==> config.mk <==
export PLATFORM = sky130hd
export DESIGN_NAME = gals_producer
export DESIGN_NICKNAME = d
export VERILOG_FILES = /design/src/rtl/gals_pkg.sv /design/src/rtl/sync_ff.sv /design/src/rtl/gals_producer.sv
export SDC_FILE = /design/constraint.sdc
export NUM_CORES = 1
export LEC_CHECK = 0
export BUFFER_PORTS_ARGS = -buffer_cell sky130_fd_sc_hd__buf_2
export CORE_ASPECT_RATIO = 1.1
export CORE_MARGIN = 2
export CORE_UTILIZATION = 51
export DETAILED_ROUTE_END_ITERATION = 8
export PLACE_DENSITY = 0.75
export SLEW_MARGIN = 10
export SYNTH_ARGS = -nofsm -noshare
export SYNTH_HDL_FRONTEND = slang
export SYNTH_SLANG_ARGS = --single-unit
==> constraint.sdc <==
create_clock -name clock -period 2.1 [get_ports clock]
set_clock_uncertainty 0.05 [all_clocks]
set_input_delay 0.315 -clock clock [delete_from_list [all_inputs] [get_ports clock]]
set_output_delay 0.315 -clock clock [all_outputs]
set_load 0.05 [all_outputs]
==> src/rtl/gals_pkg.sv <==
// Shared definitions for the GALS producer/consumer pair.
//   state_t            : producer FSM encoding (IDLE=0, SEND=1, HOLD=2, FINISH=3)
//   LFSR_TAPS          : feedback mask for the 16-bit Fibonacci LFSR (taps 16,14,13,11)
//   DEFAULT_LFSR_SEED  : substitute seed when an all-zero seed would lock the LFSR
//   next_pattern()     : advances the data pattern one step
//   burst_seed()       : first word of a burst for the selected mode
package gals_pkg;

  typedef enum logic [1:0] {
    ST_IDLE   = 2'd0,
    ST_SEND   = 2'd1,
    ST_HOLD   = 2'd2,
    ST_FINISH = 2'd3
  } state_t;

  // Bits 15,13,12,10 of the current word feed the new LSB.
  localparam logic [15:0] LFSR_TAPS         = 16'hB400;
  localparam logic [15:0] DEFAULT_LFSR_SEED = 16'hACE1;

  function automatic logic [15:0] next_pattern(input logic [15:0] p, input logic lfsr);
    if (lfsr) return {p[14:0], ^(p & LFSR_TAPS)};
    return p + 16'd1;
  endfunction

  // An all-zero LFSR state never leaves zero, so it is replaced.
  function automatic logic [15:0] burst_seed(input logic [15:0] seed, input logic lfsr);
    return (lfsr && (seed == 16'h0000)) ? DEFAULT_LFSR_SEED : seed;
  endfunction

endpackage

==> src/rtl/sync_ff.sv <==
// Multi-flop synchroniser for a single asynchronous level signal.
//   clock  in  destination-domain clock
//   reset  in  synchronous, active-high; clears every stage
//   d      in  asynchronous level
//   q      out level after STAGES flops
module sync_ff #(
  parameter int STAGES = 2
) (
  input  logic clock,
  input  logic reset,
  input  logic d,
  output logic q
);

  logic [STAGES-1:0] chain;

  // NOTE: clocked state uses non-blocking assignments so every stage samples the
  // previous stage's old value on the same edge; blocking would collapse the chain.
  always_ff @(posedge clock) begin
    if (reset) chain <= '0;
    else       chain <= {chain[STAGES-2:0], d};
  end

  assign q = chain[STAGES-1];

endmodule

==> src/rtl/gals_producer.sv <==
// Source end of the GALS producer/consumer buffer: emits a burst of 16-bit words
// (incrementing or LFSR pattern) and throttles on the synchronised buffer_full flag.
//   clock        in   write-side clock
//   reset        in   synchronous, active-high
//   start        in   pulse; begins a burst, sampled only in IDLE
//   mode         in   0 = incrementing, 1 = LFSR; latched on start
//   word_count   in   words in burst, latched on start; 0 = empty burst
//   buffer_full  in   buffer full flag, asynchronous to clock
//   data_1       out  registered write data
//   data_1_en    out  registered write strobe, one word per high cycle
//   busy         out  high in SEND/HOLD/FINISH
//   done         out  one-cycle pulse at burst end
//   sent_count   out  words issued in current/last burst
module gals_producer
  import gals_pkg::*;
#(
  parameter logic [15:0] SEED        = 16'h0001,
  parameter int          CNT_W       = 8,
  parameter int          SYNC_STAGES = 2
) (
  input  logic             clock,
  input  logic             reset,
  input  logic             start,
  input  logic             mode,
  input  logic [CNT_W-1:0] word_count,
  input  logic             buffer_full,
  output logic [15:0]      data_1,
  output logic             data_1_en,
  output logic             busy,
  output logic             done,
  output logic [CNT_W-1:0] sent_count
);

  state_t           state, state_next;
  logic             full_s;
  logic             issue;
  logic             arm;
  logic             mode_q;
  logic [15:0]      pattern;
  logic [CNT_W-1:0] remaining;

  sync_ff #(.STAGES(SYNC_STAGES)) u_full_sync (
    .clock (clock),
    .reset (reset),
    .d     (buffer_full),
    .q     (full_s)
  );

  always_ff @(posedge clock) begin
    if (reset) state <= ST_IDLE;
    else       state <= state_next;
  end

  // NOTE: every signal written here gets a default first, so no path leaves it
  // unassigned and no latch is inferred.
  always_comb begin
    state_next = state;
    issue      = 1'b0;
    case (state)
      ST_IDLE: begin
        if (start) state_next = (word_count == '0) ? ST_FINISH : ST_SEND;
      end
      ST_SEND, ST_HOLD: begin
        // The first cycle after start only arms the burst; words begin the cycle after.
        issue = !full_s && (remaining != '0) && !arm;
        if (issue && (remaining == CNT_W'(1))) state_next = ST_FINISH;
        else                                   state_next = full_s ? ST_HOLD : ST_SEND;
      end
      ST_FINISH: state_next = ST_IDLE;
      default:   state_next = ST_IDLE;
    endcase
  end

  always_ff @(posedge clock) begin
    if (reset) begin
      data_1     <= '0;
      data_1_en  <= 1'b0;
      done       <= 1'b0;
      sent_count <= '0;
      remaining  <= '0;
      pattern    <= SEED;
      mode_q     <= 1'b0;
      arm        <= 1'b0;
    end else begin
      data_1_en <= issue;
      done      <= (state == ST_FINISH);
      arm       <= (state == ST_IDLE) && start;
      if ((state == ST_IDLE) && start) begin
        mode_q     <= mode;
        remaining  <= word_count;
        pattern    <= burst_seed(SEED, mode);
        sent_count <= '0;
      end
      if (issue) begin
        data_1     <= pattern;
        pattern    <= next_pattern(pattern, mode_q);
        remaining  <= remaining - 1'b1;
        sent_count <= sent_count + 1'b1;
      end
    end
  end

  assign busy = (state != ST_IDLE);

endmodule
==> results of run 1 <==
==> logic make-up (layout without fill, tap and decap cells) <==
group | after synthesis | in the layout
and+or+nand+nor | 132 | 132
buffers and inverters | 38 | 97
adders and majority gates | 8 | 8
DFF | 56 | 56
muxes | 6 | 6
xor gates and xnor gates | 3 | 3
AOI/OAI and AO/OA | 103 | 104
==> final cells by class <==
cell class | instances | share of cell area
clock buffers | 7 | 0.02726
clock inverters | 1 | 0.008496
inverters | 13 | 0.01381
multi-input cells | 253 | 0.4655
flip-flops and latches | 56 | 0.3179
well taps | 75 | 0.02655
repair buffers | 76 | 0.1405
==> flip-flops by register name (all words and copies together), names as in the netlist <==
register	count
data_1	16
pattern	16
remaining	8
sent_count	8
state	2
u_full_sync.chain	2
arm	1
data_1_en	1
done	1
mode_q	1
==> worst reg2reg max path: stages (launching register included) <==
cell and delay, ns:
dfxtp_2 0.36, inv_2 0.06, ha_4 0.27, or3b_4 0.40, a21oi_4 0.24, mux2_2 0.37
o221a_1 0.22
==> metrics by stage <==
stage	area, sq um	setup WS, ns	cells	setup TNS (ns)
floorplan	2869	0.004497	346	0
global placement	3261	0.03167	464	0
detailed placement	3261	-0.03551	464	-0.05009
CTS	3406	0.01089	473	0
global route	3535	-0.02465	481	-0.04006
finish	3535	0.03619	481	0
==> per-layer routing <==
| layer | GRT usage | wire length (um) | up-vias |
|---|---|---|---|
| met1 | 0.3301 | 3322 | 1329 |
| met5 | 0 | 0 | - |
| li1 | - | - | 1398 |
| met3 | 0.03519 | 443 | 22 |
| met2 | 0.3965 | 3502 | 115 |
| met4 | 0.1088 | 231 | 0 |
==> power groups by stage <==
| stage | logic (mW) | clock network (mW) | registers [mW] |
|---|---|---|---|
| 6_report | 1.18 | 0.775 | 1.21 |
| 5_1_grt | 1.28 | 0.813 | 1.22 |
| 4_1_cts | 1.02 | 0.780 | 1.20 |
| 3_5_place_dp | 0.994 | 0 | 1.22 |
| 3_3_place_gp | 0.972 | 0 | 1.22 |
| 2_1_floorplan | 0.649 | 0 | 1.27 |
==> worst paths after layout <==
check / cells past startpoint / start / slack [ns] / to
max reg2reg: 6 / state[0] / 0.04 / remaining[5]
min: 2 / buffer_full / 0.16 / u_full_sync.chain[0]
min reg2reg: 2 / data_1[6] / 0.41 / data_1[6]
max: 6 / state[0] / 0.04 / remaining[5]
==> Yosys cell counts, drive strengths merged, types with 3 or more instances <==
library cell	instances
a21oi	33
a22o	7
a311oi	5
a31oi	7
a32o	3
and3	5
buf	11
clkbuf	14
dfxtp	56
ha	8
inv	11
mux2	3
mux2i	3
nand2	53
nand2b	6
nand3	17
nand4	6
nor2	13
nor2b	3
nor3	4
nor3b	3
nor4	9
o211ai	3
o21ai	10
o22ai	8
o2bb2ai	5
o31ai	3
or3	4
or3b	3
xnor2	3
==> what timing repair did <==
action,4_1_cts,5_1_grt
setup buffers,1,7
endpoints found under the setup margin,11,26
hold endpoints to repair,0,0
pin swaps,1,3
cloned,0,1
resized for setup,4,13
==> qor.txt, run 1 <==
Rel. slew slack = 0.6870
Achievable clock frequency = 484.5 MHz
Net switching power = 1.107 mW
Worst path cell trace = inv_2 -> ha_4 -> or3b_4 -> a21oi_4 -> mux2_2 -> o221a_1
Worst Path Required = 2.26 ns
Setup violators final = 0
Worst setup EP type = register
Largest family of logic cells by synthesized area = compound AO/OA/AOI/OAI gates
Starting DRT DRC Count = 311
Row cnt = 28
Async SR Flop Fraction = 0
Worst hold margin = 0.1635 ns
Initial Util = 0.5301
Crit-path slowest cell = or3b_4
WL final = 7499 um
# DRC = 0
Post-Synth XOR/XNOR Area = 0.009186
Synth top area cells = dfxtp_1, nand2_1, a21oi_1
Simple-gate share of the synthesized area = 0.2305
Mean routed wirelength per cell = 15.59 um
CP Buf/Inv Count = 1
Hold_buf cts = 0
Filler cells = 456
Pins Over Slew Limit = 0
Root Buffer = clkbuf_8
Die H = 82.55 um
Crit Path Max Fanout = 6
Fraction of the cycle the final worst path needs = 0.9828
Total track usage = 0.2479
Clock Power Share = 0.245
Max-cap violations = 0
Synthesized cell area = 2860 sq um
Clock H-tree levels = 2
Worst-margin pin slew = 0.4652 ns
Die width = 75.41 um
Number of flops mapped to enable cells by yosys = 0
Area delta synth->final = 23.58%
Drt pass-1 iters = 5
CP Class = register to register
#FFs+latches synth = 56
Critical Path AT = 2.23 ns
RD Place Congestion = 0.9234
Finished Core Util = 0.6551
Number of buffers added on ports = 39
TritonCTS Buffers = 5
Antenna violations before repair = 0
Internal = 2.061 mW
Status = complete, no violations
Total Nets Final = 426
Post-Syn Nets = 367
Combinational power share = 0.372
Post-synth top area cell = dfxtp_1
Reg area = 1124 sq um
Most frequent cells in the layout = dfxtp_1, nand2_1, buf_2
Synthesis Warnings = 0
Slowest stage delay, CP = 0.40 ns
Total power = 3.168 mW
Core region area = 5395 sq um
Number of global-route vias before repair = 2680
Via density = 5.954
Via count = 2864
Multi-input logic area = 1645 sq um
Library cells used by synthesis = 59
Antenna Cells = 0
CP delay by family, top = compound AO/OA/AOI/OAI gates
Mux cell area share after synthesis = 0.02231
Sequential fraction of design power = 0.383
Mean cell area of the mapped netlist = 8.267 sq um
Commonest non-fill, non-tap cell in the layout = dfxtp_1
DP HPWL = 5044 um
Clock Pin Slew Worst Setup and Hold Paths = 0.10 ns
CTS tree = yes
Layout cell share with drive strength beyond 1 = 0.2611
Grt total ovfl = 0
Top cell type's share of synthesized area = 0.3920
Antenna Nets Post-Route = 0
Crit path launch type = register
Pwr dens = 896.2 nW/um^2
CTS sink cnt = 56
Clock latency on the worst-skew pair = 0.31 ns
Sequential share of the synthesized area = 0.3920
Die ar. = 6224 sq um
Cell leakage power = 1.365 nW
Period minus WS final = 2.064 ns
Synth Area in Compound Gates = 0.2542
Pin count of the biggest net entering global routing = 43
First-pass GRT wire length = 12120 um
Tightest Hold Check Type = primary input to register
Peak supply drop = 0.5349 mV
Prevailing post-synth register cell = dfxtp_1
Sw Share = 0.3494
Top-level port count = 40
Synth Area in Adders = 0.03500
Mapped Cells = 346
Final hold viol count = 0
CTS max path bufs = 2
Power figures use the tool's default switching activity.
==> run 2, diff against run 1 <==
Settings changed: SETUP_SLACK_MARGIN set to 0.05.
==> qor.txt, run 2 (synthesized netlist as in run 1, its figures left out) <==
TritonCTS Buffers = 5 (unchanged)
Setup Slack @ Placement = 0.06339 ns (was -0.03551 ns)
RD Place Congestion = 0.9200 (was 0.9234)
Row cnt = 28 (unchanged)
Setup TNS = 0 ns (unchanged)
Antenna violations before repair = 0 (unchanged)
Area delta synth->final = 26.90% (was 23.58%)
Period minus WS final = 2.095 ns (was 2.064 ns)
Total Nets Final = 425 (was 426)
Pwr dens = 905.2 nW/um^2 (was 896.2 nW/um^2)
Setup ws final = 0.004642 ns (was 0.03619 ns)
Status = complete, no violations (unchanged)
Starting DRT DRC Count = 289 (was 311)
Tightest Hold Check Type = primary input to register (unchanged)
Clock H-tree levels = 2 (unchanged)
Grt total ovfl = 0 (unchanged)
Worst Path Required = 2.25 ns (was 2.26 ns)
Peak supply drop = 0.5405 mV (was 0.5349 mV)
Clock Power Share = 0.232 (was 0.245)
First-pass GRT wire length = 12220 um (was 12120 um)
Mean routed wirelength per cell = 16.60 um (was 15.59 um)
Via count = 2918 (was 2864)
Number of buffers added on ports = 39 (unchanged)
CTS max path bufs = 2 (unchanged)
Pins Over Slew Limit = 0 (unchanged)
Total track usage = 0.2485 (was 0.2479)
Most frequent cells in the layout = dfxtp_1, nand2_1, buf_2 (unchanged)
Pin count of the biggest net entering global routing = 43 (unchanged)
Layout cell share with drive strength beyond 1 = 0.2790 (was 0.2611)
Rel. slew slack = 0.6092 (was 0.6870)
WL final = 7968 um (was 7499 um)
Drt pass-1 iters = 7 (was 5)
Die H = 82.55 um (unchanged)
Core region area = 5395 sq um (unchanged)
Setup violators final = 0 (unchanged)
CP Class = register to register (unchanged)
Die ar. = 6224 sq um (unchanged)
Die width = 75.41 um (unchanged)
Clock Pin Slew Worst Setup and Hold Paths = 0.10 ns (about the same)
Worst setup EP type = register (unchanged)
Crit Path Max Fanout = 4 (was 6)
Fraction of the cycle the final worst path needs = 0.9978 (was 0.9828)
Max-cap violations = 0 (unchanged)
Unrepaired setup endpoints after global routing = yes
Initial Util = 0.5301 (unchanged)
Number of global-route vias before repair = 2670 (was 2680)
Filler cells = 459 (was 456)
Dpl cells = 464 (unchanged)
Layout Cells excl Fill = 480 (was 481)
Combinational power share = 0.395 (was 0.372)
Worst-margin pin slew = 0.5858 ns (was 0.4652 ns)
Internal = 2.141 mW (was 2.061 mW)
CTS sink cnt = 56 (unchanged)
Net switching power = 1.144 mW (was 1.107 mW)
Sequential fraction of design power = 0.373 (was 0.383)
Root Buffer = clkbuf_8 (unchanged)
Commonest non-fill, non-tap cell in the layout = dfxtp_1 (unchanged)
Achievable clock frequency = 477.2 MHz (was 484.5 MHz)
# DRC = 0 (unchanged)
Clock latency on the worst-skew pair = 0.31 ns (about the same)
Sw Share = 0.3483 (was 0.3494)
Top Registers = data_1: 16 flops, pattern: 16 flops (unchanged)
DP HPWL = 5023 um (was 5044 um)
Top-level port count = 40 (unchanged)
Critical Path AT = 2.24 ns (was 2.23 ns)
Antenna Cells = 0 (unchanged)
Via density = 6.079 (was 5.954)
Hold_buf cts = 0 (unchanged)
Crit path launch type = register (unchanged)
Cell leakage power = 1.397 nW (was 1.365 nW)
Antenna Nets Post-Route = 0 (unchanged)
CTS tree = yes (unchanged)
Final hold viol count = 0 (unchanged)
run 2: cell types whose count changed in the layout (fill, tap and decap cells not counted), moves of 2 or more:
cell       before  now
buf_12          1    3
o22ai_1         8    6
buf_6           1    6
o2bb2ai_2       0    3
nand2_2         0    2
nand2_1        53   51
o2bb2ai_1       5    2
buf_4          34   27
run 2: final timing paths:
kind | from | to | slack [ns] | depth (start not counted)
worst max register to register | state[1] | remaining[5] | 0.005 | 7
worst min register to register | u_full_sync.chain[0] | u_full_sync.chain[1] | 0.40 | 1
worst min-delay path | buffer_full | u_full_sync.chain[0] | 0.16 | 2
worst max-delay path | state[1] | remaining[5] | 0.005 | 7
run 2: final cells by class:
class / instances / area (sq um) / area share
Sequential cell: 56 / 1124 / 0.3095
Timing Repair Buffer: 76 / 550.5 / 0.1517
Multi-Input combinational cell: 252 / 1682 / 0.4633
Tap cell: 75 / 93.84 / 0.02585
Clock buffer: 7 / 96.34 / 0.02654
Clock inverter: 1 / 30.03 / 0.008273
Inverter: 13 / 53.80 / 0.01482
run 2: routing by layer:
| layer | up-vias | wire, um | share of wire | GRT usage |
|---|---|---|---|---|
| met2 | 139 | 3905 | 0.49 | 0.3904 |
| met3 | 24 | 497 | 0.062 | 0.03641 |
| met1 | 1364 | 3379 | 0.42 | 0.3408 |
| met4 | 0 | 185 | 0.023 | 0.1000 |
| met5 | - | 0 | 0 | 0 |
| li1 | 1391 | - | - | - |
run 2: what timing repair did:
action	CTS	global route
resized for setup	1	26
buffers inserted	0	7
endpoints found under the setup margin	1	34
gates cloned	0	1
pin swaps	0	8
run 2: through the flow:
step           total power, mW  cell area (sq um)    util  hold slack, ns
3_5_place_dp             2.277               3302  0.6120          0.3792
5_1_grt                  3.425               3630  0.6728          0.1688
3_3_place_gp             2.253               3302  0.6120          0.3695
4_1_cts                  3.046               3433  0.6364          0.1578
2_1_floorplan            1.938               2894       -          0.3638
6_report                 3.286               3630  0.6728          0.1610
run 2: power groups by stage:
stage / logic, mW / registers [mW] / clock network [mW]
2_1_floorplan: 0.666 / 1.27 / 0
3_3_place_gp: 1.03 / 1.22 / 0
3_5_place_dp: 1.05 / 1.23 / 0
4_1_cts: 1.06 / 1.21 / 0.779
5_1_grt: 1.38 / 1.23 / 0.818
6_report: 1.30 / 1.22 / 0.763
run 2: critical path, stage by stage, from the launching register on:
cell and delay (ns):
dfxtp_2 0.35, inv_2 0.05, ha_4 0.27, or3b_4 0.40, a21oi_4 0.21, buf_12 0.15, mux2_4 0.30, o221a_1 0.22
